`src/rtl/pixel_arb_pkg.sv`:
```
// Shared types and helpers for the pixel read arbiter.
package pixel_arb_pkg;

  localparam int DEF_DIMENSION = 4;
  localparam int DEF_BIT_DEPTH = 9;

  typedef enum logic [1:0] {
    IDLE  = 2'd0,
    ISSUE = 2'd1,
    WAIT  = 2'd2,
    RESP  = 2'd3
  } state_t;

  typedef logic [$clog2(DEF_DIMENSION)-1:0] coord_t;
  typedef logic signed [DEF_BIT_DEPTH-1:0]  pixel_t;

  function automatic logic coord_in_range(input int unsigned c, input int unsigned dim);
    return (c < dim);
  endfunction

endpackage

```
`src/rtl/pixel_read_arbiter_rr_pick.sv`:
```
// Combinational round-robin picker: first set request searching upward from ptr_i+1.
module rr_pick #(
  parameter int NUM_REQ = 2,
  parameter int IW      = (NUM_REQ > 1) ? $clog2(NUM_REQ) : 1
) (
  input  logic [NUM_REQ-1:0] req_i,
  input  logic [IW-1:0]      ptr_i,
  output logic [IW-1:0]      grant_o,
  output logic               any_o
);

  logic [IW:0]   sum_s;
  logic [IW-1:0] idx_s;
  logic          hit_s;

  // Walk NUM_REQ candidates starting after the pointer; first hit wins.
  always_comb begin
    grant_o = '0;
    any_o   = 1'b0;
    sum_s   = '0;
    idx_s   = '0;
    hit_s   = 1'b0;
    for (int i = 1; i <= NUM_REQ; i++) begin
      sum_s   = {1'b0, ptr_i} + (IW+1)'(i);
      idx_s   = (sum_s >= (IW+1)'(NUM_REQ)) ? IW'(sum_s - (IW+1)'(NUM_REQ)) : IW'(sum_s);
      hit_s   = req_i[idx_s] & ~any_o;
      grant_o = hit_s ? idx_s : grant_o;
      any_o   = any_o | hit_s;
    end
  end

endmodule

```
`src/rtl/pixel_read_arbiter.sv`:
```
// Shares one read_pixel engine between NUM_REQ requesters, one access at a time.
// Optional WAIT timeout with resp_err is built only when PIX_ARB_TIMEOUT_EN is defined.
module pixel_read_arbiter
  import pixel_arb_pkg::*;
#(
  parameter int NUM_REQ        = 2,
  parameter int DIMENSION      = 4,
  parameter int BIT_DEPTH      = 9,
  parameter int TIMEOUT_CYCLES = 16
) (
  input  logic                                       clk,
  input  logic                                       rst_in,
  input  logic [NUM_REQ-1:0]                         req_valid,
  input  logic [NUM_REQ-1:0][$clog2(DIMENSION)-1:0]  req_x,
  input  logic [NUM_REQ-1:0][$clog2(DIMENSION)-1:0]  req_y,
  output logic [NUM_REQ-1:0]                         req_ready,
  output logic [NUM_REQ-1:0]                         resp_valid,
  output logic signed [BIT_DEPTH-1:0]                resp_first,
  output logic signed [BIT_DEPTH-1:0]                resp_second,
  output logic                                       resp_err,
  output logic                                       rd_input_ready,
  output logic [$clog2(DIMENSION)-1:0]               rd_x,
  output logic [$clog2(DIMENSION)-1:0]               rd_y,
  input  logic                                       rd_busy,
  input  logic                                       rd_done,
  input  logic signed [BIT_DEPTH-1:0]                rd_first_data,
  input  logic signed [BIT_DEPTH-1:0]                rd_second_data
);

  localparam int CW = $clog2(DIMENSION);
  localparam int IW = (NUM_REQ > 1) ? $clog2(NUM_REQ) : 1;

  if (NUM_REQ < 2 || TIMEOUT_CYCLES < 1) begin : g_bad_cfg
    $error("pixel_read_arbiter: NUM_REQ must be >= 2 and TIMEOUT_CYCLES >= 1");
  end

  state_t                      state_q, state_d;
  logic [IW-1:0]               gnt_q, gnt_d, ptr_q, ptr_d;
  logic [CW-1:0]               x_q, x_d, y_q, y_d, rd_x_q, rd_x_d, rd_y_q, rd_y_d;
  logic [NUM_REQ-1:0]          req_ready_q, req_ready_d, resp_valid_q, resp_valid_d;
  logic                        rd_input_ready_q, rd_input_ready_d;
  logic signed [BIT_DEPTH-1:0] first_q, first_d, second_q, second_d;
  logic [IW-1:0]               pick_idx_s;
  logic                        pick_any_s;

`ifdef PIX_ARB_TIMEOUT_EN
  localparam int TW = $clog2(TIMEOUT_CYCLES + 1);
  logic [TW-1:0] timer_q, timer_d;
  logic          err_q, err_d;
`endif

  rr_pick #(.NUM_REQ(NUM_REQ), .IW(IW)) u_pick (
    .req_i   (req_valid),
    .ptr_i   (ptr_q),
    .grant_o (pick_idx_s),
    .any_o   (pick_any_s)
  );

  // Next-state and registered-output decode for the access sequencer.
  always_comb begin
    state_d          = state_q;
    gnt_d            = gnt_q;
    ptr_d            = ptr_q;
    x_d              = x_q;
    y_d              = y_q;
    rd_x_d           = rd_x_q;
    rd_y_d           = rd_y_q;
    first_d          = first_q;
    second_d         = second_q;
    req_ready_d      = '0;
    resp_valid_d     = '0;
    rd_input_ready_d = 1'b0;
`ifdef PIX_ARB_TIMEOUT_EN
    timer_d          = timer_q;
    err_d            = err_q;
`endif
    case (state_q)
      IDLE: begin
        if (pick_any_s) begin
          gnt_d                   = pick_idx_s;
          x_d                     = req_x[pick_idx_s];
          y_d                     = req_y[pick_idx_s];
          req_ready_d[pick_idx_s] = 1'b1;
          state_d                 = ISSUE;
        end else begin
          state_d = IDLE;
        end
      end
      ISSUE: begin
        // Out-of-range coordinates never reach the BRAMs; answer with zero data.
        if (!coord_in_range(32'(x_q), 32'(DIMENSION)) || !coord_in_range(32'(y_q), 32'(DIMENSION))) begin
          first_d  = '0;
          second_d = '0;
`ifdef PIX_ARB_TIMEOUT_EN
          err_d    = 1'b0;
`endif
          state_d  = RESP;
        end else if (rd_busy) begin
          state_d = ISSUE;
        end else begin
          rd_input_ready_d = 1'b1;
          rd_x_d           = x_q;
          rd_y_d           = y_q;
`ifdef PIX_ARB_TIMEOUT_EN
          timer_d          = '0;
`endif
          state_d          = WAIT;
        end
      end
      WAIT: begin
        if (rd_done) begin
          first_d  = rd_first_data;
          second_d = rd_second_data;
`ifdef PIX_ARB_TIMEOUT_EN
          err_d    = 1'b0;
`endif
          state_d  = RESP;
        end
`ifdef PIX_ARB_TIMEOUT_EN
        else if (timer_q == TW'(TIMEOUT_CYCLES - 1)) begin
          first_d  = '0;
          second_d = '0;
          err_d    = 1'b1;
          state_d  = RESP;
        end else begin
          timer_d = timer_q + TW'(1);
        end
`else
        else begin
          state_d = WAIT;
        end
`endif
      end
      RESP: begin
        resp_valid_d[gnt_q] = 1'b1;
        ptr_d               = gnt_q;
        state_d             = IDLE;
      end
      default: begin
        state_d = IDLE;
      end
    endcase
  end

  // State and output registers; reset abandons any access in flight.
  always_ff @(posedge clk or negedge rst_in) begin
    if (!rst_in) begin
      state_q          <= IDLE;
      gnt_q            <= '0;
      ptr_q            <= IW'(NUM_REQ - 1);
      x_q              <= '0;
      y_q              <= '0;
      rd_x_q           <= '0;
      rd_y_q           <= '0;
      first_q          <= '0;
      second_q         <= '0;
      req_ready_q      <= '0;
      resp_valid_q     <= '0;
      rd_input_ready_q <= 1'b0;
`ifdef PIX_ARB_TIMEOUT_EN
      timer_q          <= '0;
      err_q            <= 1'b0;
`endif
    end else begin
      state_q          <= state_d;
      gnt_q            <= gnt_d;
      ptr_q            <= ptr_d;
      x_q              <= x_d;
      y_q              <= y_d;
      rd_x_q           <= rd_x_d;
      rd_y_q           <= rd_y_d;
      first_q          <= first_d;
      second_q         <= second_d;
      req_ready_q      <= req_ready_d;
      resp_valid_q     <= resp_valid_d;
      rd_input_ready_q <= rd_input_ready_d;
`ifdef PIX_ARB_TIMEOUT_EN
      timer_q          <= timer_d;
      err_q            <= err_d;
`endif
    end
  end

  assign req_ready      = req_ready_q;
  assign resp_valid     = resp_valid_q;
  assign resp_first     = first_q;
  assign resp_second    = second_q;
  assign rd_input_ready = rd_input_ready_q;
  assign rd_x           = rd_x_q;
  assign rd_y           = rd_y_q;
`ifdef PIX_ARB_TIMEOUT_EN
  assign resp_err       = err_q;
`else
  assign resp_err       = 1'b0;
`endif

endmodule

```
`config.mk`:
```
export PLATFORM = sky130hd
export DESIGN_NAME = pixel_read_arbiter
export DESIGN_NICKNAME = d
export VERILOG_FILES = /design/src/rtl/pixel_arb_pkg.sv /design/src/rtl/pixel_read_arbiter_rr_pick.sv /design/src/rtl/pixel_read_arbiter.sv
export SDC_FILE = /design/constraint.sdc
export NUM_CORES = 1
export LEC_CHECK = 0
export ABC_CLOCK_PERIOD_IN_PS = 1120
export CAP_MARGIN = 0
export CORE_MARGIN = 10
export CORE_UTILIZATION = 39
export CTS_BUF_LIST = sky130_fd_sc_hd__clkbuf_8
export DETAILED_ROUTE_END_ITERATION = 10
export PLACE_DENSITY = 0.77
export SYNTH_ARGS = -nofsm -noshare
export SYNTH_HDL_FRONTEND = slang
export SYNTH_SLANG_ARGS = --single-unit
```
`constraint.sdc`:
```
create_clock -name clk -period 1.12 [get_ports clk]
set_input_delay 0.168 -clock clk [delete_from_list [all_inputs] [get_ports clk]]
set_output_delay 0.168 -clock clk [all_outputs]
set_load 0.02 [all_outputs]
```
Word-level counts from Yosys, hierarchy flattened
Index checks and enable logic that the tools add are counted.
- register bits: 35
- latch bits: 0
- memory bits (writable): 0
- memory bits (read-only): 0
- word-level logic and storage cells: 62
- memories kept: 0
- add/sub/neg operators: 4
- multipliers: 0
- divide/modulo/power cells: 0
- magnitude comparators: 8
- equal/unequal tests: 3
- shift operators: 0
- mux-type cells: 25
- bitwise gates (word level): 4
- reductions and logical operators: 6
- operators with widths (cell ; count):
    2-bit two-way mux ; 8
    1-bit two-way mux ; 14
    1-bit by 2-bit less-than comparator with 1-bit output (second input constant) ; 4
    2-bit one-hot mux with 4 select lines ; 1
    2-bit AND reduction ; 3
    2-bit == test (second input constant) ; 2
    2-bit greater-or-equal comparator (second input constant) ; 2
    1-bit by 1-bit adder with 2-bit output (second input constant) ; 1
    1-bit by 2-bit adder with 2-bit output (second input constant) ; 1
    1-bit demux with 1-bit select ; 2
    2-bit by 1-bit == test with 1-bit output (second input constant) ; 1
    1-bit greater-or-equal comparator (second input constant) ; 2
    1-bit logical AND ; 2
    2-bit zero test ; 1
    1-bit inverter ; 2
    1-bit subtractor (second input constant) ; 2
    1-bit AND ; 1
    1-bit OR ; 1

Longest topological paths before layout
Gate-level depths: netlist of the first run.
- word-level depth: 14
- gate-level depth with buffers: 4
- depth with buffers taken out: 3

By module
A second synthesis of the first run with hierarchy kept.
- cells, all modules: 86
- area, all modules: 1392.6 µm²
- modules (own cells, without submodules) (module ; times used ; cells each ; area each (µm²) ; sequential area each (µm²)):
    pixel_read_arbiter ; 1 ; 84 ; 1378.8 ; 877.1
    rr_pick ; 1 ; 2 ; 13.8 ; 0.0

Worst setup path before layout of the first run
No wires, ideal clock.
- path kind: register to register
- start: reg state_q[0]
- end: reg first_q[8] (netlist: resp_first[8])
- setup time: 0.125 ns
- data arrival time: 1.113 ns
- slack: -0.118 ns
- cell stages (with the launch flop): 5
- buffers on the path: 1
- clock period less this slack: 1.238 ns
- cells stage by stage: dfrtp_1 inv_2 nand3_4 buf_6 mux2_4
- word-level cells in the longest chain between the ends: 2
- ends and longest elaborated chain (what ; RTL line ; text):
    start, declared ; pixel_read_arbiter.sv:37 ; state_t state_q, state_d;
    start signal, assigned ; pixel_read_arbiter.sv:165 ; state_q <= state_d;
    2-bit == test ; pixel_read_arbiter.sv:77 ; case (state_q)
    2-bit AND reduction (no source line) ; n/a ;
    end signal, assigned ; pixel_read_arbiter.sv:172 ; first_q <= first_d;
    end, declared ; pixel_read_arbiter.sv:42 ; logic signed [BIT_DEPTH-1:0] first_q, first_d, second_q, second_d;
Every way passes these cells.
A chain may end at the register's enable or synchronous reset.

==> summary.md, run 1 <==
| Metric | Value |
|---|---|
| RSZ-0062 raised after global routing | true |
| Ys Warns | 0 |
| Final #Nets | 212 |
| CP peak stage delay | between 0.4 and 0.5 ns |
| Outcome | finished with violations |
| Startpoint types | register |
| Grt total ovfl | 0 |
| Max Buffers Root-to-Sink | 2 |
| Core area | ~0.0034 mm² |
| Clock sink count | 35 |
| Drt via density | approximately 4.6 |
| DRT antenna net count | 0 |
| Largest net degree at the start of global routing | 36 |
| IR Drop Worst-Case VDD | ~1.3 mV |
| Site Rows | 21 |
| Die W | between 80 and 90 µm |
| Synth Flop Type | dfrtp_1 |
| Dpl hpwl | about 2700 µm |
| Fin crit share | 114% |
| Final Max Tran Viols | 0 |
| Total track usage | a little under an eighth |
| Avg WL per Cell | approximately 16 µm |
| Power per standard cell area | between 2000 and 3000 mW/mm² |
| Final setup fails | 28 |
| Power Total | around 6 mW |
| Worst Path Buf+Inv | 1 |
| Dpl ws | -0.386 ns |
| Final Cell Area | approximately 0.0023 mm² |
| Crit Path Category | register to register |
| Layout cells sized above 1 | ~52% |
| DR vias | 1051 |
| Die Area | ~0.0064 mm² |
| Clock Skew | between 0.006 and 0.007 ns |
| Synth Area per Inst | ~14 µm² |
| Yosys reg bits | 35 |
| Syn Inst Count | 98 |
| Asr flop ratio synth | between 90% and 100% |
| Pre-antenna DRT Iters | 3 |
| CTS tree | done |
| Data required time of the critical path | 1.29 ns |
| Ports | 60 |
| Antenna violations before repair | 0 |
| ANT cells | 0 |
| Fin cells | 227 |
| DRC errors left | 0 |
| CP max FO | 5 |
| F_max | between 700 and 800 MHz |
| Critical Path AT | 1.45 ns |
| Yosys top cell by area | dfrtp_1 |
| Final GP Congestion | approximately 0.8 |
| Top post-synthesis cells by area | dfrtp_1, mux2_2, mux2_4 |
| Setup TNS | -3.06 ns |
| Most used standard cell by instance count after synthesis | dfrtp_1 |
| Vias in the first global route | around 1100 |
| Leakage power | about 1.1 nW |
| Critical Path, Cell by Cell | nor3_4 > buf_4 > mux2_4 |
| Slowest-stage cell, CP | dfrtp_2 |
| Synth Net Count | 130 |
| Root buf cell | clkbuf_8 |
| Die Ht | 80.1 µm |
| Placed insts | between 200 and 250 |
| Crit-path leading delay family | flip-flops |
| Sequential share of the synthesized area | between 60% and 70% |
| DR iter-0 viols | 40 |
| Minimum clock period | 1.28 ns |
| WL final | 3720 µm |
| Synth cell count leaders | dfrtp_1, mux2_2, inv_1 |
| Crit end category | register |
| H-tree levels | 2 |
| Clock Latency Late Sink | between 0.2 and 0.3 ns |
| Buffers on Ports | 58 |
| Number of hold violations in the final report | 0 |
| Failing checks | negative setup slack |
| Placed Area | approximately 0.0021 mm² |
| First-pass GRT wire length | 5770 µm |
| Worst Hold Class | primary input to async pin |
| Synth-to-layout area growth | 65.5% |
| Clock slew at reported path FFs | about 0.07 ns |
| Initial core utilization | between 40% and 50% |
| CTS Buf Count | 5 |
| Synthesized area | between 0.001 and 0.0015 mm² |
| Final setup margin | -0.161 ns |
| EDFF count, synth | 0 |
| Cell variety after synth | 22 |
| Synth top area share | just over 60% |
| Max-cap violations | 0 |
==> registers in the layout, indices dropped and copies added (netlist names), named ones only <==
name,count
resp_first,9
resp_second,9
rd_x,2
rd_y,2
req_ready,2
resp_valid,2
x_q,2
y_q,2
gnt_q,1
ptr_q,1
rd_input_ready,1
state_q,1
==> worst reg2reg max path: stages, from the launching register on <==
cell and delay [ns]:
dfrtp_2 0.47, nor3_4 0.24, buf_4 0.16, mux2_4 0.29
==> where the power goes <==
part           switching, mW  total, mW  internal [mW]
sequential             0.378       2.25           1.87
clock                  0.393      0.806          0.413
combinational           1.46       3.13           1.66
==> area by class of cell <==
class	instances	area, µm²
timing repair buffer	78	718
sequential	35	878
inverter	11	41.3
fill	273	1080
multi-input combinational	49	557
clock buffer	5	68.8
clock inverter	3	11.3
tap	46	57.6
==> metal layers <==
layer	track usage [%]	vias to the layer above	share of wire [%]
met5	0	-	0
met4	4.23	0	0.97
met3	6.24	5	7.3
met2	19.1	40	52
met1	12.5	510	39
li1	-	496	-
==> path summary, 6_finish.rpt <==
path | startpoint | endpoint | slack (ns) | cells after the start
setup / recovery | register | rd_y[0]$_DFFE_PN0P_ | -0.16 | 3
hold / removal | rst_in | rd_x[0]$_DFFE_PN0P_ | 0.25 | 2
setup reg to reg | register | rd_y[0]$_DFFE_PN0P_ | -0.16 | 3
hold reg to reg | gnt_q$_DFFE_PN0P_ | resp_valid[0]$_DFF_PN0_ | 0.49 | 1
max in group asynchronous | rst_in | ptr_q$_DFFE_PN1N_ | 0.63 | 2
min in group clk | req_y[2] | y_q[0]$_DFFE_PN0P_ | 0.47 | 3
==> metrics by stage <==
step / util, % / hold slack [ns]
floorplan: - / -0.128
global placement: 62.3 / 0.437
detailed placement: 62.3 / 0.455
CTS: 68.5 / 0.247
global route: 68.3 / 0.258
finish: 68.3 / 0.247
==> kinds of logic after synthesis <==
family | count (synthesis) | share of synthesized area, %
compound gates | 12 | 5.86
other cells | 1 | 0.266
flops | 35 | 62.3
buf+inv | 14 | 5.06
simple gates | 14 | 6.57
mux | 22 | 20.0
==> cell usage in the layout (no fill, tap or decap), types with 2 or more instances in the layout <==
| cell | netlist | final |
|---|---|---|
| inv_1 | 10 | 11 |
| buf_6 | 2 | 8 |
| nor2_4 | 0 | 2 |
| clkbuf_8 | 0 | 5 |
| a21o_1 | 2 | 2 |
| inv_2 | 1 | 3 |
| clkbuf_2 | 0 | 6 |
| mux2_2 | 13 | 9 |
| dfrtp_1 | 34 | 33 |
| buf_4 | 1 | 9 |
| o21ai_2 | 0 | 5 |
| mux2_4 | 9 | 13 |
| nand3_4 | 1 | 3 |
| buf_2 | 0 | 13 |
| o221ai_2 | 0 | 2 |
| clkdlybuf4s50_1 | 0 | 31 |
| nand2_1 | 3 | 2 |
| clkdlybuf4s15_2 | 0 | 8 |
| o221ai_1 | 4 | 2 |
| buf_12 | 0 | 2 |
==> repair_timing <==
item,CTS,global route
hold buffers,0,0
setup buffers,5,4
pin swaps,2,11
setup endpoints to repair,57,51
gates resized for setup,93,34
gates cloned,0,1
No activity file was read; power rests on OpenSTA's default activity.
==> inputs of run 2 (changes only) <==
- CORE_MARGIN: 10 -> 2
==> summary.md, run 2 (same netlist as run 1, synthesis figures left out) <==
| Metric | Value |
|---|---|
| Clock Latency Late Sink | 0.28 ns |
| DR iter-0 viols | 15 |
| Core area | 0.00342 mm² |
| Crit end category | register |
| ANT cells | 0 |
| Number of hold violations in the final report | 0 |
| Synth-to-layout area growth | 64.0% |
| DRT antenna net count | 0 |
| Fin cells | around 230 |
| Grt total ovfl | 0 |
| Vias in the first global route | 1195 |
| Register area | just under 900 µm² |
| Setup TNS | -3.09 ns |
| Final Max Tran Viols | 0 |
| First-pass GRT wire length | around 5700 µm |
| Ports | 60 |
| CTS Buf Count | 5 |
| Clock sink count | 35 |
| WL final | roughly 3400 µm |
| Minimum clock period | between 1 and 1.5 ns |
| DRC errors left | 0 |
| Dpl hpwl | roughly 2300 µm |
| Site Rows | 21 |
| Root buf cell | clkbuf_8 |
| Clock slew at reported path FFs | 0.07 ns |
| Critical Path AT | ~1.4 ns |
| Most common cell after layout, fill and taps aside | dfrtp_1 |
| Antenna violations before repair | 0 |
| Initial core utilization | slightly above 40% |
| Die W | 64.1 µm |
| Fin crit share | 112% |
| Startpoint types | register |
| Die Area | between 0.004 and 0.005 mm² |
| IR Drop Worst-Case VDD | about 1.3 mV |
| CTS tree | done |
| Most frequent cells in the layout | dfrtp_1, clkdlybuf4s50_1, mux2_4 |
| Max Buffers Root-to-Sink | 2 |
| Hold Slack | 0.285 ns |
| Max-cap violations | 0 |
| Multi-input gate area | 553 µm² |
| Clock Skew | approximately 0.007 ns |
| F_max | between 700 and 800 MHz |
| Data required time of the critical path | between 1 and 1.5 ns |
| Layout cells sized above 1 | about half |
| CP max FO | 6 |
| Pre-antenna DRT Iters | 4 |
| Leakage power | ~1.1 nW |
| Dpl ws | -0.379 ns |
| Final setup fails | 31 |
| Crit Path Category | register to register |
| Outcome | finished with violations |
| Final setup margin | -0.138 ns |
| Worst Hold Class | primary input to async pin |
| Final GP Congestion | about 0.73 |
| DR vias | between 1000 and 1500 |
| RSZ-0062 raised after global routing | true |
| Largest net degree at the start of global routing | 20 |
| H-tree levels | 2 |
| FILL cells | 260 |
| Drt via density | around 4.7 |
| Placed insts | 210 |
| Buffers on Ports | between 50 and 60 |
| Power per standard cell area | 2640 mW/mm² |
| Avg WL per Cell | between 10 and 15 µm |
| Total track usage | about 18% |
| Final #Nets | 213 |
| Final Core Density | between 60% and 70% |
| Die Ht | ~64 µm |
| Failing checks | negative setup slack |
| Worst reg2reg path depth | 3 |
run 2: worst paths after layout:
path | slack, ns | startpoint | endpoint
setup / recovery | -0.14 | register | resp_second[3]$_DFFE_PN0P_
hold / removal | 0.28 | rst_in | y_q[1]$_DFFE_PN0P_
setup reg to reg | -0.14 | register | resp_second[3]$_DFFE_PN0P_
hold reg to reg | 0.48 | gnt_q$_DFFE_PN0P_ | resp_valid[0]$_DFF_PN0_
max in group asynchronous | 0.43 | rst_in | resp_valid[0]$_DFF_PN0_
min in group clk | 0.48 | req_y[3] | y_q[1]$_DFFE_PN0P_
run 2: per-stage QoR:
step	power, mW	instance area, µm²
2_1_floorplan	3.75	1410
3_3_place_gp	5.05	2120
3_5_place_dp	5.16	2120
4_1_cts	6.11	2330
5_1_grt	6.48	2310
6_report	6.11	2310
run 2: critical path: stages (launching register included):
cell	delay, ns
dfrtp_2	0.50
nand3_4	0.15
clkbuf_16	0.20
mux2_4	0.30
run 2: per-layer routing:
layer | GRT usage, % | vias to the layer above | part of all wire [%]
li1 | - | 497 | -
met1 | 20.3 | 535 | 38
met2 | 32.6 | 40 | 56
met3 | 4.93 | 7 | 4.9
met4 | 7.18 | 0 | 1.6
met5 | 0 | - | 0
run 2: repair_timing:
item	CTS	global route
endpoints found under the setup margin	57	53
cloned	0	1
endpoints found under the hold margin	7	0
gates resized for setup	84	33
pin swaps	5	7
buffers inserted	6	3
hold buffers	1	0
run 2: report_power, final:
part / internal, mW / switching (mW)
logic: 1.59 / 1.42
registers: 1.87 / 0.389
clock network: 0.417 / 0.420
run 2: area by class of cell:
type / instances / share of cell area (%)
clock buffers: 5 / 2.98
flip-flops and latches: 35 / 38.0
clock inverters: 3 / 0.541
multi-input cells: 49 / 23.9
well taps: 46 / 2.49
repair buffers: 79 / 30.3
inverters: 11 / 1.79
